<file path="src/rtl/easyaxi_ar_arb.sv">
// easyaxi_ar_arb: round-robin arbiter sharing one AXI read channel, ARID index prefix, R routed back by prefix.
// Define EASYAXI_AR_OST_LIMIT_EN to cap outstanding bursts per master at MAX_OST.
module easyaxi_ar_arb #(
    parameter int NUM_MST = 4,
    parameter int ID_W    = 4,
    parameter int ADDR_W  = 32,
    parameter int DATA_W  = 64,
    parameter int MAX_OST = 4
) (
    input  logic                               clk,
    input  logic                               rst_n,
    input  logic                               enable,
    input  logic [NUM_MST-1:0]                 m_arvalid,
    output logic [NUM_MST-1:0]                 m_arready,
    input  logic [NUM_MST*ID_W-1:0]            m_arid,
    input  logic [NUM_MST*ADDR_W-1:0]          m_araddr,
    input  logic [NUM_MST*8-1:0]               m_arlen,
    output logic                               s_arvalid,
    input  logic                               s_arready,
    output logic [ID_W+$clog2(NUM_MST)-1:0]    s_arid,
    output logic [ADDR_W-1:0]                  s_araddr,
    output logic [7:0]                         s_arlen,
    input  logic                               s_rvalid,
    output logic                               s_rready,
    input  logic [ID_W+$clog2(NUM_MST)-1:0]    s_rid,
    input  logic [DATA_W-1:0]                  s_rdata,
    input  logic                               s_rlast,
    output logic [NUM_MST-1:0]                 m_rvalid,
    input  logic [NUM_MST-1:0]                 m_rready,
    output logic [NUM_MST*ID_W-1:0]            m_rid,
    output logic [NUM_MST*DATA_W-1:0]          m_rdata,
    output logic [NUM_MST-1:0]                 m_rlast
);
    localparam int IDX_W = $clog2(NUM_MST);
    localparam int SID_W = ID_W + IDX_W;
    localparam logic [0:0] ST_IDLE = 1'b0;
    localparam logic [0:0] ST_BUSY = 1'b1;

    logic [0:0]         state;
    logic [IDX_W-1:0]   ptr;
    logic [IDX_W-1:0]   gnt;
    logic [NUM_MST-1:0] eligible;
    logic               grant_go;
    logic [IDX_W-1:0]   r_idx;
    logic               r_hit;

    assign r_idx = s_rid[SID_W-1:ID_W];
    assign r_hit = int'(r_idx) < NUM_MST;

`ifdef EASYAXI_AR_OST_LIMIT_EN
    localparam int CNT_W = $clog2(MAX_OST + 1);
    logic [CNT_W-1:0] ost [NUM_MST];
    for (genvar i = 0; i < NUM_MST; i++) begin : g_ost
        logic inc, dec;
        assign inc = grant_go && gnt == IDX_W'(i);
        assign dec = s_rvalid && s_rready && s_rlast && r_hit && r_idx == IDX_W'(i);
        assign eligible[i] = m_arvalid[i] && ost[i] != CNT_W'(MAX_OST);
        always_ff @(posedge clk or negedge rst_n)
            if (!rst_n) ost[i] <= '0;
            else if (inc != dec) ost[i] <= inc ? ost[i] + 1'b1 : ost[i] - 1'b1;
    end
`else
    assign eligible = m_arvalid;
`endif

    // Scan from farthest to nearest so the first eligible after ptr wins.
    always_comb begin
        gnt = '0;
        for (int k = NUM_MST; k >= 1; k--)
            if (eligible[(int'(ptr) + k) % NUM_MST]) gnt = IDX_W'((int'(ptr) + k) % NUM_MST);
    end

    assign grant_go  = rst_n && state == ST_IDLE && enable && |eligible;
    assign m_arready = grant_go ? NUM_MST'(1) << gnt : '0;

    always_ff @(posedge clk or negedge rst_n) begin
        if (!rst_n) begin
            state     <= ST_IDLE;
            ptr       <= IDX_W'(NUM_MST - 1);
            s_arvalid <= 1'b0;
            s_arid    <= '0;
            s_araddr  <= '0;
            s_arlen   <= '0;
        end else if (grant_go) begin
            state     <= ST_BUSY;
            ptr       <= gnt;
            s_arvalid <= 1'b1;
            s_arid    <= {gnt, m_arid[gnt*ID_W +: ID_W]};
            s_araddr  <= m_araddr[gnt*ADDR_W +: ADDR_W];
            s_arlen   <= m_arlen[gnt*8 +: 8];
        end else if (state == ST_BUSY && s_arready) begin
            state     <= ST_IDLE;
            s_arvalid <= 1'b0;
        end
    end

    // Beats whose prefix names no master are accepted and discarded.
    assign m_rvalid = (s_rvalid && r_hit) ? NUM_MST'(1) << r_idx : '0;
    assign s_rready = r_hit ? m_rready[r_idx] : 1'b1;
    assign m_rid    = {NUM_MST{s_rid[ID_W-1:0]}};
    assign m_rdata  = {NUM_MST{s_rdata}};
    assign m_rlast  = {NUM_MST{s_rlast}};
endmodule

</file>
<file path="config.mk">
export PLATFORM = sky130hd
export DESIGN_NAME = easyaxi_ar_arb
export DESIGN_NICKNAME = d
export VERILOG_FILES = /design/src/rtl/easyaxi_ar_arb.sv
export SDC_FILE = /design/constraint.sdc
export NUM_CORES = 1
export LEC_CHECK = 0
export CAP_MARGIN = 20
export CORE_AREA = 10 10 221 223
export CTS_CLUSTER_SIZE = 10
export DETAILED_ROUTE_END_ITERATION = 16
export DIE_AREA = 0 0 231 233
export PLACE_DENSITY_LB_ADDON = 0.1
export SYNTH_ARGS = -nofsm -noshare
export SYNTH_HDL_FRONTEND = slang
export SYNTH_SLANG_ARGS = --single-unit
</file>
<file path="constraint.sdc">
create_clock -name clk -period 2.2 [get_ports clk]
set_input_delay 0.44 -clock clk [delete_from_list [all_inputs] [get_ports clk]]
set_output_delay 0.44 -clock clk [all_outputs]
set_load 0.02 [all_outputs]
</file>
After elaboration in Yosys (flattened, before gate mapping)
Cells that the tools add are included.
{ "word_totals": {"ff_bits": 49, "latch_bits": 0, "ramBits": 0, "mem_bits_ro": 0, "input_bits": 260, "output_inout_bits": 332, "memories": 0} }
{ "classes": {"n_addsub": 4, "n_mul": 0, "div_mod_pow": 0, "n_lt_le_gt_ge": 5, "eq_ne": 0, "n_shift": 5, "mux": 22, "n_bitwise": 5, "n_reduce_logical": 10} }
{ "op_table": {"columns": ["cell", "n"], "rows": [
  ["indexed part select 128 x 8 -> 32 bit", 1],
  ["indexed part select 32 x 6 -> 8 bit", 1],
  ["less-than comparator 3 x 4 -> 1 bit (second input constant)", 4],
  ["indexed part select 16 x 5 -> 4 bit", 1],
  ["2-to-1 mux 1 bit", 11],
  ["binary-select mux 1 bit (select 2 bit)", 5],
  ["2-to-1 mux 2 bit", 4],
  ["2-to-1 mux 4 bit", 2],
  ["OR reduction 2 bit", 4],
  ["<< shifter 1 x 2 -> 4 bit (first input constant)", 2],
  ["adder 2 x 1 -> 2 bit (second input constant)", 2],
  ["adder 2 bit (second input constant)", 2],
  ["AND 1 bit (first input constant)", 4],
  ["logical AND 1 bit", 4],
  ["OR reduction 4 bit", 1],
  ["less-than comparator 2 x 3 -> 1 bit (second input constant)", 1],
  ["nonzero test 2 bit", 1],
  ["inverter 1 bit", 1]
]} }

Longest topological paths before layout
{ "depth": {"ltp_word": 12, "ltp_mapped": 8, "mapped_depth_nobuf": 5} }

Worst setup path before layout
OpenSTA, ideal clock, no wires.
{ "synth_timing": {"path_type": "flip-flop to output port", "start": "reg ptr[1]", "end": "out m_arready[0]", "arrival_time_ns": 1.887, "required_ns": 1.760, "setup_slack_ns": -0.127, "path_stages_with_launch": 7, "path_cell_list": "dfstp_2 -> mux2i_1 -> o22ai_1 -> buf_4 -> a21o_1 -> clkbuf_1 -> nor3_1"} }
{ "synth_via": {"elab_chain_len": 10, "word_cells_on_any_way": 22} }
{ "synth_lines": {"columns": ["element", "line_no", "rtl"], "rows": [
  ["start: declaration", "40", "logic [IDX_W-1:0] ptr;"],
  ["start signal: assignment", "79", "ptr <= IDX_W'(NUM_MST - 1);"],
  ["start signal: assignment", "86", "ptr <= gnt;"],
  ["adder 2 x 1 -> 2 bit", "70", "if (eligible[(int'(ptr) + k) % NUM_MST]) gnt = IDX_W'((int'(ptr) + k) % NUM_MST);"],
  ["binary-select mux 1 bit (select 2 bit)", "70", null],
  ["2-to-1 mux 1 bit (not written as such) (2 in a row)", "70", null],
  ["2-to-1 mux 2 bit (3 in a row)", "70", null],
  ["2-to-1 mux 2 bit *", "70", null],
  ["<< shifter 1 x 2 -> 4 bit *", "74", "assign m_arready = grant_go ? NUM_MST'(1) << gnt : '0;"],
  ["2-to-1 mux 4 bit *", "74", null],
  ["end: declaration", "14", "output logic [NUM_MST-1:0] m_arready,"]
]} }
Every way passes the cells marked *; elsewhere a longest branch is shown, timed or not. The select of a mux whose other input is x is not followed.

Worst setup path after layout
Ends and elaborated chain as after synthesis.

==> out/metrics.yaml <==
finalWirelength_um: 31700
coreArea_mm2: 0.0441
fin_skew_ps: 8.19
synth_top_family_by_area: "buffers and inverters"
r2r_cells: 7
fmax_mhz: 420
reg2reg_to: "s_arid[3]"
cts_buffers: 5
rows: 77
finalSetupTns_ps: -4330
p_per_area_mw_per_mm2: 835
hpwl_um: 23100
num_vias: 4520
grt_max_degree: 50
violations: "negative setup slack"
critPathKind: "reg2out"
cts-htree-levels: 2
synth_mux_area_share_pct: 11.9
synthesis.area_mm2: 0.00561
gp_congestion: 0.773
hold_path.class: "in2async"
ant_nets: 0
cpPeakStageDelay_ps: 580
maxSlewViolCount: 0
post-route-cell-area_mm2: 0.00760
ir_worst_vdd_uv: 276
maxCapViolCount: 0
critPathRequiredTime_ps: 1760
arrival_ps: 1940
yosys.cell_types.count: 37
drive_gt1_share_pct: 18.6
gr-total-overflow: 0
drc: 0
cts_sinks: 49
fill_cells: 5012
min_period_over_period_pct: 108
synth_area_per_cell_um2: 8.60
mostFrequentLayoutCells: "clkdlybuf4s50_1 (231), a211oi_1 (69), dfrtp_1 (47), mux2i_1 (41), buf_4 (39)"
nNetsFinal: 904
period_needed_ps: 2380
grt_usage_pct: 11.4
syn_to_final_growth_pct: 35.7
dieArea_mm2: 0.0538
initial_core_util_pct: 12.7
worstReg2RegStart: "ptr[1]"
crit_buf_inv: 2
vias_per_cell: 3.65
antenna_found_initial: 4
placed_area_mm2: 0.00687
crit_path_cell_trace: "mux2i_4 -> o22ai_4 -> buf_12 -> a21o_4 -> nor3_2 -> buf_4"
postLayoutCoreUtil_pct: 17.2
crit_path_top_delay_cell: "dfstp_2"
worst_pin_slew_ps: 809
cp-start-kind: "flop"
dieHeight_um: 233
ctsRootBufferMaster: "clkbuf_16"
yosysWarnings: 0
r2r_slack_ps: -130
ys_seq_area_share_pct: 21.9
syn_inst: 652
grt_pass1_wl_um: 42600
cts_buffer_depth: 2
rsz0062_at_grt: "yes"
synthSimpleGateAreaFrac_pct: 7.32
grt_pass1_vias: 5072
tritoncts: "built"
setup-violations-final: 50
postSynthNetCount: 912
p_leak_nw: 2.96
final_common_cell: "clkdlybuf4s50_1"
p_total_w: 0.00635
synth_adder_area_share_pct: 0
fp.dieW_um: 231
status: "finished, violations left"
synth_compound_area_share_pct: 15.8
wl_per_cell_um: 25.6
ys_ff_latch: 49
clkTransAtPathRegs_ps: 80
pin_count: 592
timing.max_slew.rel_slack_pct: 46.0
drtIter0Drc: 158
synth_xor_area_share_pct: 0
port_buffers: 246
fin_ws_ps: -180
clk_latency_ps: 330
crit_path_max_fanout: 4
crit_path_end_kind: "output port"
drtPass1Iterations: 4
hold_viol_final: 0
crit_family: "flip-flops"
[cell usage after synthesis]
| cell | number | area (µm²) |
|---|---|---|
| a211oi_2 | 10 | 125 |
| mux4_2 | 1 | 22.5 |
| nand3_1 | 34 | 170 |
| dfstp_2 | 2 | 52.6 |
| nand2_1 | 2 | 7.51 |
| nor2_1 | 37 | 139 |
| or4_1 | 1 | 7.51 |
| nor3b_1 | 1 | 7.51 |
| nand2b_1 | 2 | 12.5 |
| o22ai_1 | 1 | 6.26 |
| clkbuf_1 | 11 | 41.3 |
| clkbuf_2 | 1 | 5.00 |
| a21oi_2 | 1 | 8.76 |
| nor2_2 | 1 | 6.26 |
| nand3b_1 | 1 | 7.51 |
| a221o_1 | 17 | 170 |
| a211oi_1 | 71 | 533 |
| nor2b_1 | 1 | 6.26 |
| and2_1 | 1 | 6.26 |
| nand2_2 | 1 | 6.26 |
| a21o_1 | 2 | 15.0 |
| o21ai_1 | 1 | 5.00 |
| o21ai_0 | 1 | 5.00 |
| buf_6 | 3 | 33.8 |
| a21oi_1 | 2 | 10.0 |
| buf_8 | 1 | 15.0 |
| and3b_1 | 2 | 17.5 |
| and3_1 | 1 | 6.26 |
| buf_1 | 2 | 7.51 |
| a31oi_1 | 1 | 6.26 |
| buf_4 | 284 | 2130 |
| buf_2 | 14 | 70.1 |
| nor3_1 | 2 | 10.0 |
| dfrtp_1 | 47 | 1180 |
| mux2i_1 | 45 | 450 |
| mux2_1 | 17 | 191 |
| inv_1 | 30 | 113 |
[stage by stage]
| stage | cells | hold WS, ps | setup WS [ps] |
|---|---|---|---|
| floorplan | 652 | 144 | 25.3 |
| global placement | 1208 | 496 | -800 |
| detailed placement | 1208 | 504 | -839 |
| CTS | 1236 | 384 | -249 |
| global route | 1238 | 404 | -265 |
| finish | 1238 | 343 | -180 |
[report_power, final]
part / switching [W] / internal, W / total, W
sequential: 0.000227 / 0.00127 / 0.00149
combinational: 0.00184 / 0.00192 / 0.00376
clock: 0.000441 / 0.000653 / 0.00109
total: 0.00251 / 0.00384 / 0.00635
[sequential cells by signal, indices dropped and copies added, names as in the netlist]
name	flops
ptr	2
state	1
s_araddr	32
s_arid	6
s_arlen	8
[routing by layer]
layer / part of all wire, % / track usage (%) / vias up / routed length (µm)
met4: 3.4 / 5.63 / 4 / 1080
met5: 0.085 / 0 / - / 27
met3: 11 / 5.57 / 72 / 3450
met1: 39 / 12.1 / 2116 / 12300
li1: - / - / 1959 / -
met2: 47 / 18.4 / 369 / 14900
[how the worst max path moves through the flow]
stage               depth (start not counted)  slack (ps)          from            to
detailed placement                          8        -840  m_arvalid[3]  s_araddr[28]
floorplan                                   6          30        ptr[1]  m_arready[0]
CTS                                         6        -250        ptr[1]  m_arready[0]
global route                                6        -270        ptr[1]  m_arready[0]
global placement                            8        -800  m_arvalid[3]  s_araddr[28]
finish                                      6        -180        ptr[1]  m_arready[0]
[worst register-to-register path, cell delays in order (launching register included)]
cell and delay (ps):
dfstp_2 580, buf_4 180, a21o_1 170, a31oi_4 120, buf_4 190, nor2_4 610
buf_6 280, a211oi_2 80
[repair_timing]
item / CTS / global route
gates cloned: 6 / 0
resized for setup: 81 / 4
setup buffers: 14 / 2
hold buffers: 0 / 0
pin swaps: 27 / 2
setup endpoints to repair: 56 / 51
hold endpoints to repair: 0 / 0
[cell families after synthesis]
| logic type | Yosys count |
|---|---|
| compound gates | 107 |
| buf+inv | 346 |
| flops | 49 |
| mux | 63 |
| simple gates | 87 |
[cell type report]
class / count / area, µm² / area share [%]
Timing Repair Buffer: 301 / 3140 / 41.3
Multi-Input combinational cell: 257 / 2190 / 28.8
Sequential cell: 49 / 1230 / 16.2
Tap cell: 592 / 741 / 9.74
Clock buffer: 5 / 125 / 1.65
Inverter: 30 / 118 / 1.55
Clock inverter: 3 / 65.1 / 0.856
Antenna cell: 1 / 2.50 / 0.0329
Note: power is estimated with default switching activity, not from simulation.
